File: src/rtl/cpu_pkg.sv
`default_nettype none
// ============================================================================
//  Module      : cpu_pkg
//  Description : Types and constants shared by the EX/MEM pipeline stage, the
//                ALU and the branch condition evaluator.
//  Revision    : 1.0  initial release
// ============================================================================
package cpu_pkg;

    // Branch condition codes as carried in the instruction word
    typedef enum logic [2:0] {
        BR_NE = 3'b000,
        BR_EQ = 3'b001,
        BR_GT = 3'b010,
        BR_LT = 3'b011,
        BR_GE = 3'b100,
        BR_LE = 3'b101,
        BR_OV = 3'b110,
        BR_UN = 3'b111
    } br_cond_e;

    // Architectural condition flags; bit order {z, v, n}
    typedef struct packed {
        logic z;
        logic v;
        logic n;
    } flags_t;

    // Opcode encodings shared with the ALU
    localparam int unsigned CPU_OPC_W = 5;
    localparam logic [CPU_OPC_W-1:0] OP_NOP = 5'h00;
    localparam logic [CPU_OPC_W-1:0] OP_ADD = 5'h01;
    localparam logic [CPU_OPC_W-1:0] OP_SUB = 5'h02;
    localparam logic [CPU_OPC_W-1:0] OP_AND = 5'h03;
    localparam logic [CPU_OPC_W-1:0] OP_OR  = 5'h04;
    localparam logic [CPU_OPC_W-1:0] OP_XOR = 5'h05;
    localparam logic [CPU_OPC_W-1:0] OP_CMP = 5'h06;
    localparam logic [CPU_OPC_W-1:0] OP_LD  = 5'h08;
    localparam logic [CPU_OPC_W-1:0] OP_ST  = 5'h09;
    localparam logic [CPU_OPC_W-1:0] OP_BR  = 5'h10;

endpackage : cpu_pkg
`default_nettype wire

File: src/rtl/branch_cond_eval.sv
`default_nettype none
// ============================================================================
//  Module      : branch_cond_eval
//  Description : Combinational evaluation of a branch condition code against
//                the condition flags.
//  Revision    : 1.0  initial release
// ============================================================================
module branch_cond_eval
    import cpu_pkg::*;
(
    input  flags_t   flags_i,
    input  br_cond_e cond_i,
    output logic     taken_o
);

    // Decode the condition code into a taken/not-taken decision
    always_comb begin
        taken_o = 1'b0;
        unique case (cond_i)
            BR_NE: taken_o = ~flags_i.z;
            BR_EQ: taken_o =  flags_i.z;
            BR_GT: taken_o = ~flags_i.z & ~flags_i.n;
            BR_LT: taken_o =  flags_i.n;
            BR_GE: taken_o =  flags_i.z | ~flags_i.n;
            BR_LE: taken_o =  flags_i.n |  flags_i.z;
            BR_OV: taken_o =  flags_i.v;
            BR_UN: taken_o =  1'b1;
            default: taken_o = 1'b0;
        endcase
    end

endmodule : branch_cond_eval
`default_nettype wire

File: src/rtl/ex_mem_stage.sv
`default_nettype none
// ============================================================================
//  Module      : ex_mem_stage
//  Description : EX/MEM pipeline register. Captures the ALU result and
//                destination info, owns the condition-flag register and
//                resolves conditional branches into a registered redirect.
//  Revision    : 1.0  initial release
// ============================================================================
module ex_mem_stage
    import cpu_pkg::*;
#(
    parameter int unsigned DATA_W = 32,
    parameter int unsigned REG_W  = 5,
    parameter int unsigned OPC_W  = 5
) (
    input  logic              clk,
    input  logic              rst,
    input  logic              in_valid,
    input  logic              stall,
    input  logic              flush,
    input  logic [DATA_W-1:0] alu_result,
    input  logic              alu_z,
    input  logic              alu_v,
    input  logic              alu_n,
    input  logic [OPC_W-1:0]  opcode,
    input  logic [REG_W-1:0]  rd,
    input  logic              wb_en,
    input  logic              set_flags,
    input  logic              br_en,
    input  logic [2:0]        br_cond,
    input  logic [DATA_W-1:0] br_target,
    output logic              out_valid,
    output logic [DATA_W-1:0] out_result,
    output logic [OPC_W-1:0]  out_opcode,
    output logic [REG_W-1:0]  out_rd,
    output logic              out_wb_en,
    output logic              flag_z,
    output logic              flag_v,
    output logic              flag_n,
    output logic              branch_taken,
    output logic [DATA_W-1:0] branch_pc
);

    logic              valid_q,  valid_d;
    logic [DATA_W-1:0] result_q, result_d;
    logic [OPC_W-1:0]  opcode_q, opcode_d;
    logic [REG_W-1:0]  rd_q,     rd_d;
    logic              wb_en_q,  wb_en_d;
    flags_t            flags_q,  flags_d;
    logic              taken_q,  taken_d;
    logic [DATA_W-1:0] pc_q,     pc_d;

    logic              cond_taken;

    // Branches resolve against the flags as registered before this cycle
    branch_cond_eval u_cond (
        .flags_i (flags_q),
        .cond_i  (br_cond_e'(br_cond)),
        .taken_o (cond_taken)
    );

    // Next-state: flush kills, stall holds, otherwise capture or bubble
    always_comb begin
        valid_d  = valid_q;
        result_d = result_q;
        opcode_d = opcode_q;
        rd_d     = rd_q;
        wb_en_d  = wb_en_q;
        flags_d  = flags_q;
        taken_d  = taken_q;
        pc_d     = pc_q;
        if (flush) begin
            valid_d = 1'b0;
            wb_en_d = 1'b0;
            taken_d = 1'b0;
        end else if (!stall) begin
            if (in_valid) begin
                valid_d  = 1'b1;
                result_d = alu_result;
                opcode_d = opcode;
                rd_d     = rd;
                wb_en_d  = wb_en;
                taken_d  = br_en & cond_taken;
                if (br_en) begin
                    pc_d = br_target;
                end
                if (set_flags) begin
                    flags_d = '{z: alu_z, v: alu_v, n: alu_n};
                end
            end else begin
                valid_d = 1'b0;
                wb_en_d = 1'b0;
                taken_d = 1'b0;
            end
        end
    end

    // Stage and flag registers, cleared asynchronously
    always_ff @(posedge clk or posedge rst) begin
        if (rst) begin
            valid_q  <= 1'b0;
            result_q <= '0;
            opcode_q <= '0;
            rd_q     <= '0;
            wb_en_q  <= 1'b0;
            flags_q  <= '0;
            taken_q  <= 1'b0;
            pc_q     <= '0;
        end else begin
            valid_q  <= valid_d;
            result_q <= result_d;
            opcode_q <= opcode_d;
            rd_q     <= rd_d;
            wb_en_q  <= wb_en_d;
            flags_q  <= flags_d;
            taken_q  <= taken_d;
            pc_q     <= pc_d;
        end
    end

    assign out_valid    = valid_q;
    assign out_result   = result_q;
    assign out_opcode   = opcode_q;
    assign out_rd       = rd_q;
    assign out_wb_en    = wb_en_q;
    assign flag_z       = flags_q.z;
    assign flag_v       = flags_q.v;
    assign flag_n       = flags_q.n;
    assign branch_taken = taken_q;
    assign branch_pc    = pc_q;

endmodule : ex_mem_stage
`default_nettype wire

File: config.mk
export PLATFORM = sky130hd
export DESIGN_NAME = ex_mem_stage
export DESIGN_NICKNAME = d
export VERILOG_FILES = /design/src/rtl/cpu_pkg.sv /design/src/rtl/branch_cond_eval.sv /design/src/rtl/ex_mem_stage.sv
export SDC_FILE = /design/constraint.sdc
export NUM_CORES = 1
export LEC_CHECK = 0
export CAP_MARGIN = 20
export CORE_MARGIN = 5
export CORE_UTILIZATION = 35
export DETAILED_ROUTE_END_ITERATION = 7
export PLACE_DENSITY = 0.76
export SETUP_SLACK_MARGIN = 0.2
export SYNTH_ARGS = -nofsm -noshare
export SYNTH_HDL_FRONTEND = slang
export SYNTH_SLANG_ARGS = --single-unit
File: constraint.sdc
create_clock -name clk -period 2.75 [get_ports clk]
set_input_delay 0.55 -clock clk [delete_from_list [all_inputs] [get_ports clk]]
set_output_delay 0.55 -clock clk [all_outputs]
set_load 0.1 [all_outputs]
# Word-level counts from Yosys, hierarchy flattened
# Cells that the tools add are included.
# word_totals
latchBits,0
rom_bits,0
memories,0
mem_bits_rw,0
reg_bits,80
inputBits,88
elab_cells,40
output_inout_bits,80
# classes
reduce_logical,4
n_lt_le_gt_ge,0
n_mux,10
shift,0
add_sub_neg,0
n_eq_ne,8
bitwise_logic,8
n_mul,0
div,0
# op_table
op,count
== test 3 bit (second input constant),4
2-to-1 mux 1 bit,9
one-hot mux 1 bit (8 select lines),1
AND reduction 4 bit,2
== test 3 x 2 -> 1 bit (second input constant),2
inverter 1 bit,4
== test 3 x 1 -> 1 bit (second input constant),1
logical NOT 3 bit,1
AND reduction 3 bit,1
AND 1 bit,2
!= test 2 x 1 -> 1 bit (second input constant),1
bitwise OR 1 bit,2

# Longest topological paths before layout
# Gate-level depths: netlist of run 1.
# logic_depth
word_depth,7
ltp_mapped,4
mapped_depth_nobuf,3

# Cells and area by module
# Synthesis of run 1 repeated with hierarchy kept, for this count alone.
# unflattened
hier_cells,189
hier_area_um2,3274.4
# modules_own_cells
module,n_inst,area_per_inst_um2,cells_per_inst,seq_area_each_um2
ex_mem_stage,1,3198.1,178,2001.9
branch_cond_eval,1,76.3,11,0.0

# Worst setup path after synthesis of run 1
# Ideal clock, no wire load.
# synth_timing
kind,register to register
start,"register flags_q, in the netlist flag_n"
end,"register taken_q, in the netlist branch_taken"
required_time_ps,2620
arrival_time_ps,1798
path_buffers,0
setup_ps,130
setup_slack_ps,822
period_less_slack_ps,1928
path_stages_with_launch,4
path_cell_list,dfrtp_1 or3b_2 a311oi_1 o22ai_1
# synth_via
elab_chain_cells,7
elab_cells_between_ends,9
classes_between,mux (4); bitwise (5)
# synth_lines
item,line_no,source
start: declaration,ex_mem_stage.sv:49,"flags_t flags_q, flags_d;"
start signal: assignment,ex_mem_stage.sv:115,flags_q <= flags_d;
inverter 1 bit,"branch_cond_eval.sv:22, branch_cond_eval.sv:24",
bitwise OR 1 bit / AND 1 bit (equally long branches),"branch_cond_eval.sv:24, branch_cond_eval.sv:22",
one-hot mux 1 bit (8 select lines) (*),branch_cond_eval.sv:19,unique case (cond_i)
AND 1 bit (*),ex_mem_stage.sv:83,taken_d = br_en & cond_taken;
2-to-1 mux 1 bit (*),ex_mem_stage.sv:77,if (in_valid) begin
2-to-1 mux 1 bit (*),ex_mem_stage.sv:76,end else if (!stall) begin
2-to-1 mux 1 bit (*),ex_mem_stage.sv:72,if (flush) begin
end signal: assignment,ex_mem_stage.sv:116,taken_q <= taken_d;
end: declaration,ex_mem_stage.sv:50,"logic taken_q, taken_d;"
# Mark *: on every way between the ends. The rest lies on a longest branch, timed or not. The select of a mux whose other input is x is not followed.
# A chain may end at the register's enable or synchronous reset.

# Worst setup path after layout of run 1
# layout_timing
start,input stall
end,"register flags_q, in the netlist flag_n"
# layout_via
elab_chain_cells,2
# layout_lines
item,line_no,source
start: declaration,ex_mem_stage.sv:19,"input logic stall,"
inverter 1 bit (no source line),-,
AND reduction 4 bit (no source line),-,
# No other way between the ends.

==> impl_summary.txt, run 1 <==
----------------------------------------------------
[Power and ir drop]
  Clock share of power ... ~17%
  Combinational group share of total power ... 52.2%
  Net Sw Frac ... 51.00%
  Reg power frac ... 31.0%
  Power Density ... 1013 nW/um^2
  Sw Pwr ... 2.518 mW
  Total power of the final layout ... approximately 4.9 mW
  Cell leakage power ... 2.157 nW
  Internal portion of total power ... about 2.4 mW
  IR Drop Worst-Case VDD ... between 0.0004 and 0.0005 V

[Floorplanning]
  Core Footprint ... between 8000 and 9000 um^2
  Die area ... 10770 um^2
  DIE HEIGHT ... slightly above 100 um
  DIE WIDTH ... 103.8 um
  Floorplan row count ... 34
  Starting Density ... between 30% and 40%
  I/O pin cnt ... roughly 170

[Timing]
  Worst-margin pin slew ... 420.2 ps
  Worst slew slack as a fraction of its limit ... 71.99%
  Fin. Hold Viols ... 0
  Final setup viols ... 0
  Maximum achievable frequency ... 0.5276 GHz
  Final sum of negative setup slack ... 0 ps
  Skew final ... 4.082 ps
  Worst setup slack after layout ... 854.8 ps
  Ratio of final minimum period to clock period ... 68.92%
  Max-slew violation total from the final report ... 0
  Final critical delay including setup and external delays ... 1895 ps
  Setup repair after global routing missed its margin ... false

[Critical path]
  Crit path max fanout ... 43
  Data required time of the critical path ... 2970 ps
  Critical path capture point type ... register
  Critical Path AT ... roughly 2100 ps
  Startpoint-to-endpoint class of the critical path ... primary input to register
  Nature of the critical path startpoint ... primary input

[GRT]
  Via count of the first global-routing pass ... 2449
  Overall global routing resource usage ... 14.37%
  Total global routing overflow ... 0
  Antenna violations before repair ... 0
  Pin count of the biggest net entering global routing ... 81
  First-pass GRT wire length ... 12.55 mm

[Cells and area]
  Number of standard cells in the layout, taps in and fillers out ... 470
  Diode count ... 0
  Fillcell total ... 722
  Ratio of cells with drive above 1 in the final layout ... 49.17%
  Multi-input logic area ... 1007 um^2
  Synthesis-to-layout area growth ... 58.36%
  Final Instance Area ... 4872 um^2
  Register area ... approximately 2000 um^2
  Final-stage net count ... 445

[Synth]
  Yosys reg bits ... 80
  Post-Synthesis Cells ... ~180
  Yosys Warn Count ... 0
  Mean instance size in the synthesized netlist ... between 15 and 20 um^2
  Sequential fraction of the synthesis area ... 65.07%
  Distinct cells, synth ... 21
  Net Count, Synth ... about 270
  Netlist area before placement ... 3077 um^2

[Route]
  Vias ... 2178
  Post-detailed-route count of antenna-violating nets ... 0
  Count of routing violations after the opening detailed-route iteration ... 62
  Detailed-route wire length per cell ... about 16 um
  Residual DRC count ... 0
  Number of optimization iterations in the first detailed-route pass ... 3
  Avg Vias per Cell ... 4.634
  Final Routed Wirelength ... 7.668 mm

[CTS]
  Number of buffers added for setup after CTS ... 0
  Clock buffers created by TritonCTS ... 9
  Buffer levels on the longest clock path ... 2
  Hold bufs inserted after CTS ... 0
  Clk Tree Root Cell ... sky130_fd_sc_hd__clkbuf_8
  Clock latency reported for the late side of the worst-skew pair ... 340 ps
  Clock edge transition at the registers on the reported setup and hold paths ... 80 ps
  CTS resizes ... 0
  Clock sink count ... 80
  Number of levels the H-tree was split into ... 3
  Clock tree from TritonCTS ... yes

[Placement]
  Worst setup slack before clock tree synthesis ... 522.4 ps
  Half-perimeter wire length after detailed placement ... 5.857 mm
  Placer congestion estimate ... 0.6738
  Port Buffer Count ... ~170
  Area post-placement ... 4683 um^2
  Instance count after placement with tap cells included ... approximately 450

[Flow run]
  # Max-Cap Violations ... 0

[Worst hold path]
  Worst min-delay path category ... register to register

[Run status]
  Status ... completed

----------------------------------------------------
metal layers:
layer | share of wire, % | vias to the layer above | wire length, um | GRT usage (%)
met1 | 39 | 1081 | 2973 | 17.03
met5 | 0 | - | 0 | 0
met4 | 1.6 | 0 | 123 | 5.088
met3 | 8.7 | 11 | 666 | 5.348
met2 | 51 | 90 | 3904 | 23.91
li1 | - | 996 | - | -
layout by cell type (no fill, tap or decap):
master and count:
sky130_fd_sc_hd__nor3b_4 1, sky130_fd_sc_hd__buf_4 80, sky130_fd_sc_hd__clkinvlp_4 4, sky130_fd_sc_hd__a211oi_1 1, sky130_fd_sc_hd__buf_12 3, sky130_fd_sc_hd__clkdlybuf4s50_1 87, sky130_fd_sc_hd__nand2b_1 1, sky130_fd_sc_hd__o22ai_1 1
sky130_fd_sc_hd__a21oi_1 1, sky130_fd_sc_hd__nor2b_1 2, sky130_fd_sc_hd__nand4bb_2 1, sky130_fd_sc_hd__a22oi_1 1, sky130_fd_sc_hd__or3b_2 1, sky130_fd_sc_hd__mux2i_1 1, sky130_fd_sc_hd__a311oi_1 1, sky130_fd_sc_hd__clkinv_2 1
sky130_fd_sc_hd__bufinv_16 1, sky130_fd_sc_hd__mux2_2 77, sky130_fd_sc_hd__clkbuf_1 2, sky130_fd_sc_hd__nor2_1 2, sky130_fd_sc_hd__clkbuf_8 9, sky130_fd_sc_hd__nor4b_1 1, sky130_fd_sc_hd__dfrtp_1 80, sky130_fd_sc_hd__a211o_1 1
sky130_fd_sc_hd__nand2_1 2
critical path, cell delays in order:
cell and delay [ps]:
sky130_fd_sc_hd__clkdlybuf4s50_1 550, sky130_fd_sc_hd__nor3b_4 270, sky130_fd_sc_hd__buf_12 270, sky130_fd_sc_hd__nand2_1 160, sky130_fd_sc_hd__mux2_2 290
through the flow:
stage	hold slack [ps]	util, %
after floorplan	616.4	-
after global routing	529.5	56.42
after CTS	515.4	56.42
after detailed placement	495.1	54.23
after global placement	489.0	54.23
final	508.0	56.42
final timing paths:
path | from | endpoint | slack (ps) | cells after the start
hold / removal | out_rd[2] | out_rd[2] | 510 | 1
hold reg to reg | out_rd[2] | out_rd[2] | 510 | 1
min in group asynchronous | rst | branch_pc[25] | 700 | 3
setup / recovery | stall | flag_n | 850 | 5
setup reg to reg | flag_n | branch_taken | 1290 | 3
max in group asynchronous | rst | flag_n | 1730 | 3
logic make-up after synthesis:
family / share of synthesized area [%]
AOI/OAI and AO/OA: 1.424
buffers and inverters: 2.358
DFF: 65.07
muxes: 28.51
and+or+nand+nor: 2.644
power groups by stage:
stage | clock network [mW] | registers, mW | logic [mW]
global route | 0.918 | 1.57 | 2.64
CTS | 0.867 | 1.54 | 2.60
floorplan | 0 | 3.26 | 0.262
finish | 0.827 | 1.53 | 2.58
detailed placement | 0 | 1.56 | 2.60
global placement | 0 | 1.55 | 2.58
final cells by class:
class	count	share of cell area, %
Timing Repair Buffer	170	31.43
Inverter	1	0.1541
Tap cell	108	2.774
Sequential cell	80	41.09
Clock buffer	11	2.696
Multi-Input combinational cell	95	20.67
Clock inverter	5	1.181
sequential cells by signal, indices dropped and copies added (netlist names):
name and flops:
branch_pc 32, out_wb_en 1, out_valid 1, out_opcode 5, flag_z 1, flag_n 1, branch_taken 1, out_rd 5
out_result 32, flag_v 1
cells in the mapped netlist (all sizes together):
cell,instances,area [um^2]
nand2,2,7.510
dfrtp,80,2002
a311oi,1,8.760
mux2i,1,10.01
a22oi,1,7.510
a211o,1,8.760
nand2b,1,6.260
nor2b,2,12.51
nand4bb,1,11.26
buf,8,68.81
a21oi,1,5.000
nor2,2,7.510
o22ai,1,6.260
inv,1,3.750
nor3b,1,18.77
a211oi,1,7.510
mux2,77,867.1
or3b,1,8.760
nor4b,1,8.760
Note: power is estimated with default switching activity, not from simulation.
==> run 2: changes to the inputs <==
--- a/config.mk
+++ b/config.mk
@@ -7,9 +7,9 @@
 export LEC_CHECK = 0
 export CAP_MARGIN = 20
 export CORE_MARGIN = 5
-export CORE_UTILIZATION = 35
+export CORE_UTILIZATION = 39
 export DETAILED_ROUTE_END_ITERATION = 7
-export PLACE_DENSITY = 0.76
+export PLACE_DENSITY = 0.81
 export SETUP_SLACK_MARGIN = 0.2
 export SYNTH_ARGS = -nofsm -noshare
 export SYNTH_HDL_FRONTEND = slang
==> constraint.sdc (replaced) <==
create_clock -name clk -period 2 [get_ports clk]
set_input_delay 0.4 -clock clk [delete_from_list [all_inputs] [get_ports clk]]
set_output_delay 0.4 -clock clk [all_outputs]
set_load 0.1 [all_outputs]
==> impl_summary.txt, run 2 (synthesized netlist as in run 1, its figures left out) <==
----------------------------------------------------
[Placement]
  Port Buffer Count ... 167
  Instance count after placement with tap cells included ... 452
  Placer congestion estimate ... 0.7738
  Half-perimeter wire length after detailed placement ... 6.020 mm

[Timing]
  Max-slew violation total from the final report ... 0
  Final sum of negative setup slack ... 0 ps
  Maximum achievable frequency ... 0.5777 GHz
  Worst slew slack as a fraction of its limit ... between 60% and 70%
  Fin. Hold Viols ... 0
  Worst-margin pin slew ... 475.7 ps
  Skew final ... roughly 5.5 ps
  Final critical delay including setup and external delays ... approximately 1700 ps
  Setup repair after global routing missed its margin ... false
  Ratio of final minimum period to clock period ... 86.56%
  Final setup viols ... 0

[Critical path]
  Cells along the critical path ... clkdlybuf4s50_1 -> nor3b_4 -> buf_12 -> nand2_1 -> mux2_2
  Master of the slowest instance on the critical path ... sky130_fd_sc_hd__clkdlybuf4s50_1
  Critical Path AT ... 1950 ps
  Register-to-Register Setup Slack ... around 510 ps
  Startpoint-to-endpoint class of the critical path ... primary input to register
  Nature of the critical path startpoint ... primary input
  Max incr delay on CP ... 540 ps
  Data required time of the critical path ... 2220 ps
  Critical path capture point type ... register
  Crit path max fanout ... 43

[CTS]
  Clock tree from TritonCTS ... yes
  Clock sink count ... 80
  Clock edge transition at the registers on the reported setup and hold paths ... 80 ps
  Hold bufs inserted after CTS ... 0
  Number of levels the H-tree was split into ... 3
  Clock latency reported for the late side of the worst-skew pair ... between 300 and 400 ps
  Buffer levels on the longest clock path ... 2
  CTS resizes ... 0
  Number of buffers added for setup after CTS ... 0
  Clock buffers created by TritonCTS ... 9
  Clk Tree Root Cell ... sky130_fd_sc_hd__clkbuf_8

[Cells and area]
  Register area ... 2004 um^2
  Utilization after layout ... 63.70%
  Leading cell types in the layout, fill and taps excluded ... 87 x sky130_fd_sc_hd__clkdlybuf4s50_1, 84 x sky130_fd_sc_hd__buf_4, 78 x sky130_fd_sc_hd__dfrtp_1, 77 x sky130_fd_sc_hd__mux2_2, 9 x sky130_fd_sc_hd__clkbuf_8
  Number of standard cells in the layout, taps in and fillers out ... 468
  Multi-input logic area ... about 1000 um^2
  Final-stage net count ... 449
  Fillcell total ... 612
  Ratio of cells with drive above 1 in the final layout ... roughly half
  Synthesis-to-layout area growth ... 59.17%
  Most common cell after layout, fill and taps aside ... sky130_fd_sc_hd__clkdlybuf4s50_1
  Diode count ... 0

[Floorplanning]
  DIE WIDTH ... a little under 100 um
  Starting Density ... approximately 40%
  Floorplan row count ... 32
  Die area ... 9765 um^2
  I/O pin cnt ... about 170
  DIE HEIGHT ... 98.82 um
  Core Footprint ... about 7700 um^2

[Power and ir drop]
  Total power of the final layout ... ~6.8 mW
  Cell leakage power ... around 2.2 nW
  Power Density ... 1390 nW/um^2
  IR Drop Worst-Case VDD ... 0.0006315 V

[GRT]
  First-pass GRT wire length ... 12.47 mm
  Total global routing overflow ... 0
  Overall global routing resource usage ... between 15 and 20%
  Pin count of the biggest net entering global routing ... 44
  Via count of the first global-routing pass ... 2383
  Antenna violations before repair ... 0

[Flow run]
  # Max-Cap Violations ... 0

[Worst hold path]
  Worst min-delay path category ... primary input to asynchronous set/reset pin

[Route]
  Detailed-route wire length per cell ... around 17 um
  Post-detailed-route count of antenna-violating nets ... 0
  Count of routing violations after the opening detailed-route iteration ... 50
  Number of optimization iterations in the first detailed-route pass ... 4
  Avg Vias per Cell ... about 4.7
  Residual DRC count ... 0
  Final Routed Wirelength ... just under 8 mm
  Vias ... 2182

[Run status]
  Status ... completed

----------------------------------------------------
[run 2: power by group]
group	switching [mW]	leakage (nW)	total, mW	internal [mW]
Clock	0.562	0.0856	1.14	0.575
Sequential	0.173	0.956	2.11	1.94
Combinational	2.74	1.13	3.56	0.821
Total	3.47	2.17	6.80	3.33
[run 2: layer usage]
metal	global-route usage (%)	part of all wire, %	up-vias
met5	0	0	-
met4	6.303	1.6	0
met3	5.803	8.7	11
met2	27.32	50	96
met1	19.53	39	1063
li1	-	-	1012
[run 2: critical path, delay by kind of cell]
family | cells | cell delay [ps]
and+or+nand+nor | 2 | 420
muxes | 1 | 300
buffers and inverters | 2 | 810
[run 2: area by class of cell]
cell class / instances / area share [%]
clock buffers: 11 / 2.683
clock inverters: 5 / 1.175
inverters: 1 / 0.1533
multi-input cells: 95 / 20.57
flip-flops and latches: 80 / 40.93
well taps: 102 / 2.606
repair buffers: 174 / 31.89
[run 2: metrics by stage]
stage | worst slack (ps) | area (um^2) | hold WS (ps)
6_report | 268.8 | 4897 | 461.0
5_1_grt | 215.6 | 4897 | 471.0
4_1_cts | 282.6 | 4897 | 451.2
3_5_place_dp | -70.64 | 4708 | 494.3
3_3_place_gp | -9.611 | 4708 | 488.1
2_1_floorplan | 351.5 | 3083 | 466.4
[run 2: path summary, 6_finish.rpt]
| kind | startpoint | cells after the start | to |
|---|---|---|---|
| worst max register to register | flag_z | 3 | branch_taken |
| max in group asynchronous | rst | 3 | branch_pc[29] |
| worst min-delay path | rst | 3 | branch_pc[0] |
| worst min register to register | branch_pc[18] | 1 | branch_pc[18] |
| min in group clk | branch_pc[18] | 1 | branch_pc[18] |
| worst max-delay path | stall | 5 | flag_z |
==> run 3: changes to the inputs <==
--- a/config.mk
+++ b/config.mk
@@ -10,6 +10,7 @@
 export CORE_UTILIZATION = 39
 export DETAILED_ROUTE_END_ITERATION = 7
 export PLACE_DENSITY = 0.81
+export RECOVER_POWER = 25
 export SETUP_SLACK_MARGIN = 0.2
 export SYNTH_ARGS = -nofsm -noshare
 export SYNTH_HDL_FRONTEND = slang
==> impl_summary.txt, run 3 (synthesized netlist as in run 1, its figures left out) <==
----------------------------------------------------
[CTS]
  Clock buffers created by TritonCTS ... 9
  Number of levels the H-tree was split into ... 3
  Clock edge transition at the registers on the reported setup and hold paths ... ~80 ps
  Clock sink count ... 80
  CTS resizes ... 0
  Number of buffers added for setup after CTS ... 0
  Clk Tree Root Cell ... sky130_fd_sc_hd__clkbuf_8
  Hold bufs inserted after CTS ... 0
  Buffer levels on the longest clock path ... 2
  Clock latency reported for the late side of the worst-skew pair ... 330 ps
  Clock tree from TritonCTS ... yes

[Floorplanning]
  Core Footprint ... slightly below 8000 um^2
  DIE WIDTH ... just under 100 um
  Die area ... 9765 um^2
  Starting Density ... 40.02%
  I/O pin cnt ... 168
  DIE HEIGHT ... 98.82 um
  Floorplan row count ... 32

[Cells and area]
  Number of standard cells in the layout, taps in and fillers out ... 468
  Utilization after layout ... 63.48%
  Final Instance Area ... 4880 um^2
  Leading cell types in the layout, fill and taps excluded ... 86 x sky130_fd_sc_hd__clkdlybuf4s50_1, 83 x sky130_fd_sc_hd__buf_4, 78 x sky130_fd_sc_hd__dfrtp_1, 77 x sky130_fd_sc_hd__mux2_2, 9 x sky130_fd_sc_hd__clkbuf_8
  Synthesis-to-layout area growth ... 58.60%
  Diode count ... 0
  Final-stage net count ... approximately 450
  Most common cell after layout, fill and taps aside ... sky130_fd_sc_hd__clkdlybuf4s50_1
  Ratio of cells with drive above 1 in the final layout ... 50.27%

[Timing]
  Skew final ... 4.918 ps
  Worst setup slack after layout ... roughly 270 ps
  Ratio of final minimum period to clock period ... 86.73%
  Worst slew slack as a fraction of its limit ... 32.49%
  Final sum of negative setup slack ... 0 ps
  Post-Route Hold Slack ... 508.6 ps
  Maximum achievable frequency ... 0.5765 GHz
  Worst-margin pin slew ... 1013 ps
  Final setup viols ... 0
  Max-slew violation total from the final report ... 0
  Final critical delay including setup and external delays ... 1735 ps
  Setup repair after global routing missed its margin ... false
  Fin. Hold Viols ... 0

[Critical path]
  Crit path buffers/inverters ... 2
  Startpoint-to-endpoint class of the critical path ... primary input to register
  Cells along the critical path ... clkdlybuf4s50_1 -> nor3b_4 -> buf_12 -> nand2_1 -> mux2_2
  Crit path max fanout ... 43
  Critical path capture point type ... register
  Master of the slowest instance on the critical path ... sky130_fd_sc_hd__clkdlybuf4s50_1
  Max incr delay on CP ... 540 ps
  Data required time of the critical path ... roughly 2200 ps
  Critical Path AT ... 1960 ps
  Nature of the critical path startpoint ... primary input
  Cell family contributing the most delay on the critical path ... buffers and inverters

[GRT]
  Total global routing overflow ... 0
  Overall global routing resource usage ... 16.42%
  Antenna violations before repair ... 0
  Pin count of the biggest net entering global routing ... 44
  Via count of the first global-routing pass ... roughly 2400
  First-pass GRT wire length ... approximately 12 mm

[Placement]
  Worst setup slack before clock tree synthesis ... -70.64 ps
  Port Buffer Count ... approximately 170
  Area post-placement ... ~4700 um^2
  Instance count after placement with tap cells included ... 452
  Placer congestion estimate ... 0.7738
  Half-perimeter wire length after detailed placement ... 6.020 mm

[Route]
  Number of optimization iterations in the first detailed-route pass ... 3
  Post-detailed-route count of antenna-violating nets ... 0
  Avg Vias per Cell ... around 4.7
  Count of routing violations after the opening detailed-route iteration ... 43
  Final Routed Wirelength ... 7.803 mm
  Residual DRC count ... 0
  Detailed-route wire length per cell ... 16.67 um
  Vias ... 2186

[Worst hold path]
  Worst min-delay path category ... register to register

[Power and ir drop]
  Power Density ... around 1400 nW/um^2
  Total power of the final layout ... 6.797 mW
  IR Drop Worst-Case VDD ... 0.0006315 V
  Cell leakage power ... 2.168 nW

[Flow run]
  # Max-Cap Violations ... 0

[Run status]
  Status ... completed

----------------------------------------------------
run 3: changes by cell type in the layout (fill, tap and decap cells not counted):
cell | before | now
sky130_fd_sc_hd__clkbuf_2 | 0 | 2
sky130_fd_sc_hd__buf_4 | 84 | 83
sky130_fd_sc_hd__clkdlybuf4s50_1 | 87 | 86
sky130_fd_sc_hd__dlygate4sd3_1 | 0 | 1
sky130_fd_sc_hd__buf_12 | 3 | 2
run 3: routing by layer:
layer	part of all wire, %	routed length, um	track usage, %
met3	8.7	678	5.803
met5	0	0	0
met1	39	3040	19.53
met4	1.7	129	6.303
met2	51	3955	27.32
run 3: final timing paths:
kind	from	endpoint	slack [ps]	depth (start not counted)
hold / removal	branch_pc[18]	branch_pc[18]	510	1
min in group asynchronous	rst	out_result[0]	850	3
setup reg to reg	flag_z	branch_taken	510	3
hold reg to reg	branch_pc[18]	branch_pc[18]	510	1
max in group asynchronous	rst	flag_z	430	3
setup / recovery	stall	flag_z	270	5
run 3: power breakdown:
part | internal, mW | total [mW] | switching, mW
Clock | 0.575 | 1.14 | 0.561
Combinational | 0.816 | 3.55 | 2.74
Sequential | 1.94 | 2.11 | 0.172
Total | 3.33 | 6.80 | 3.47
run 3: layout make-up:
type	count	area, um^2
sequential	80	2004
timing repair buffer	174	1544
fill	615	2808
inverter	1	7.507
tap	102	127.6
multi-input combinational	95	1007
clock inverter	5	57.56
clock buffer	11	131.4
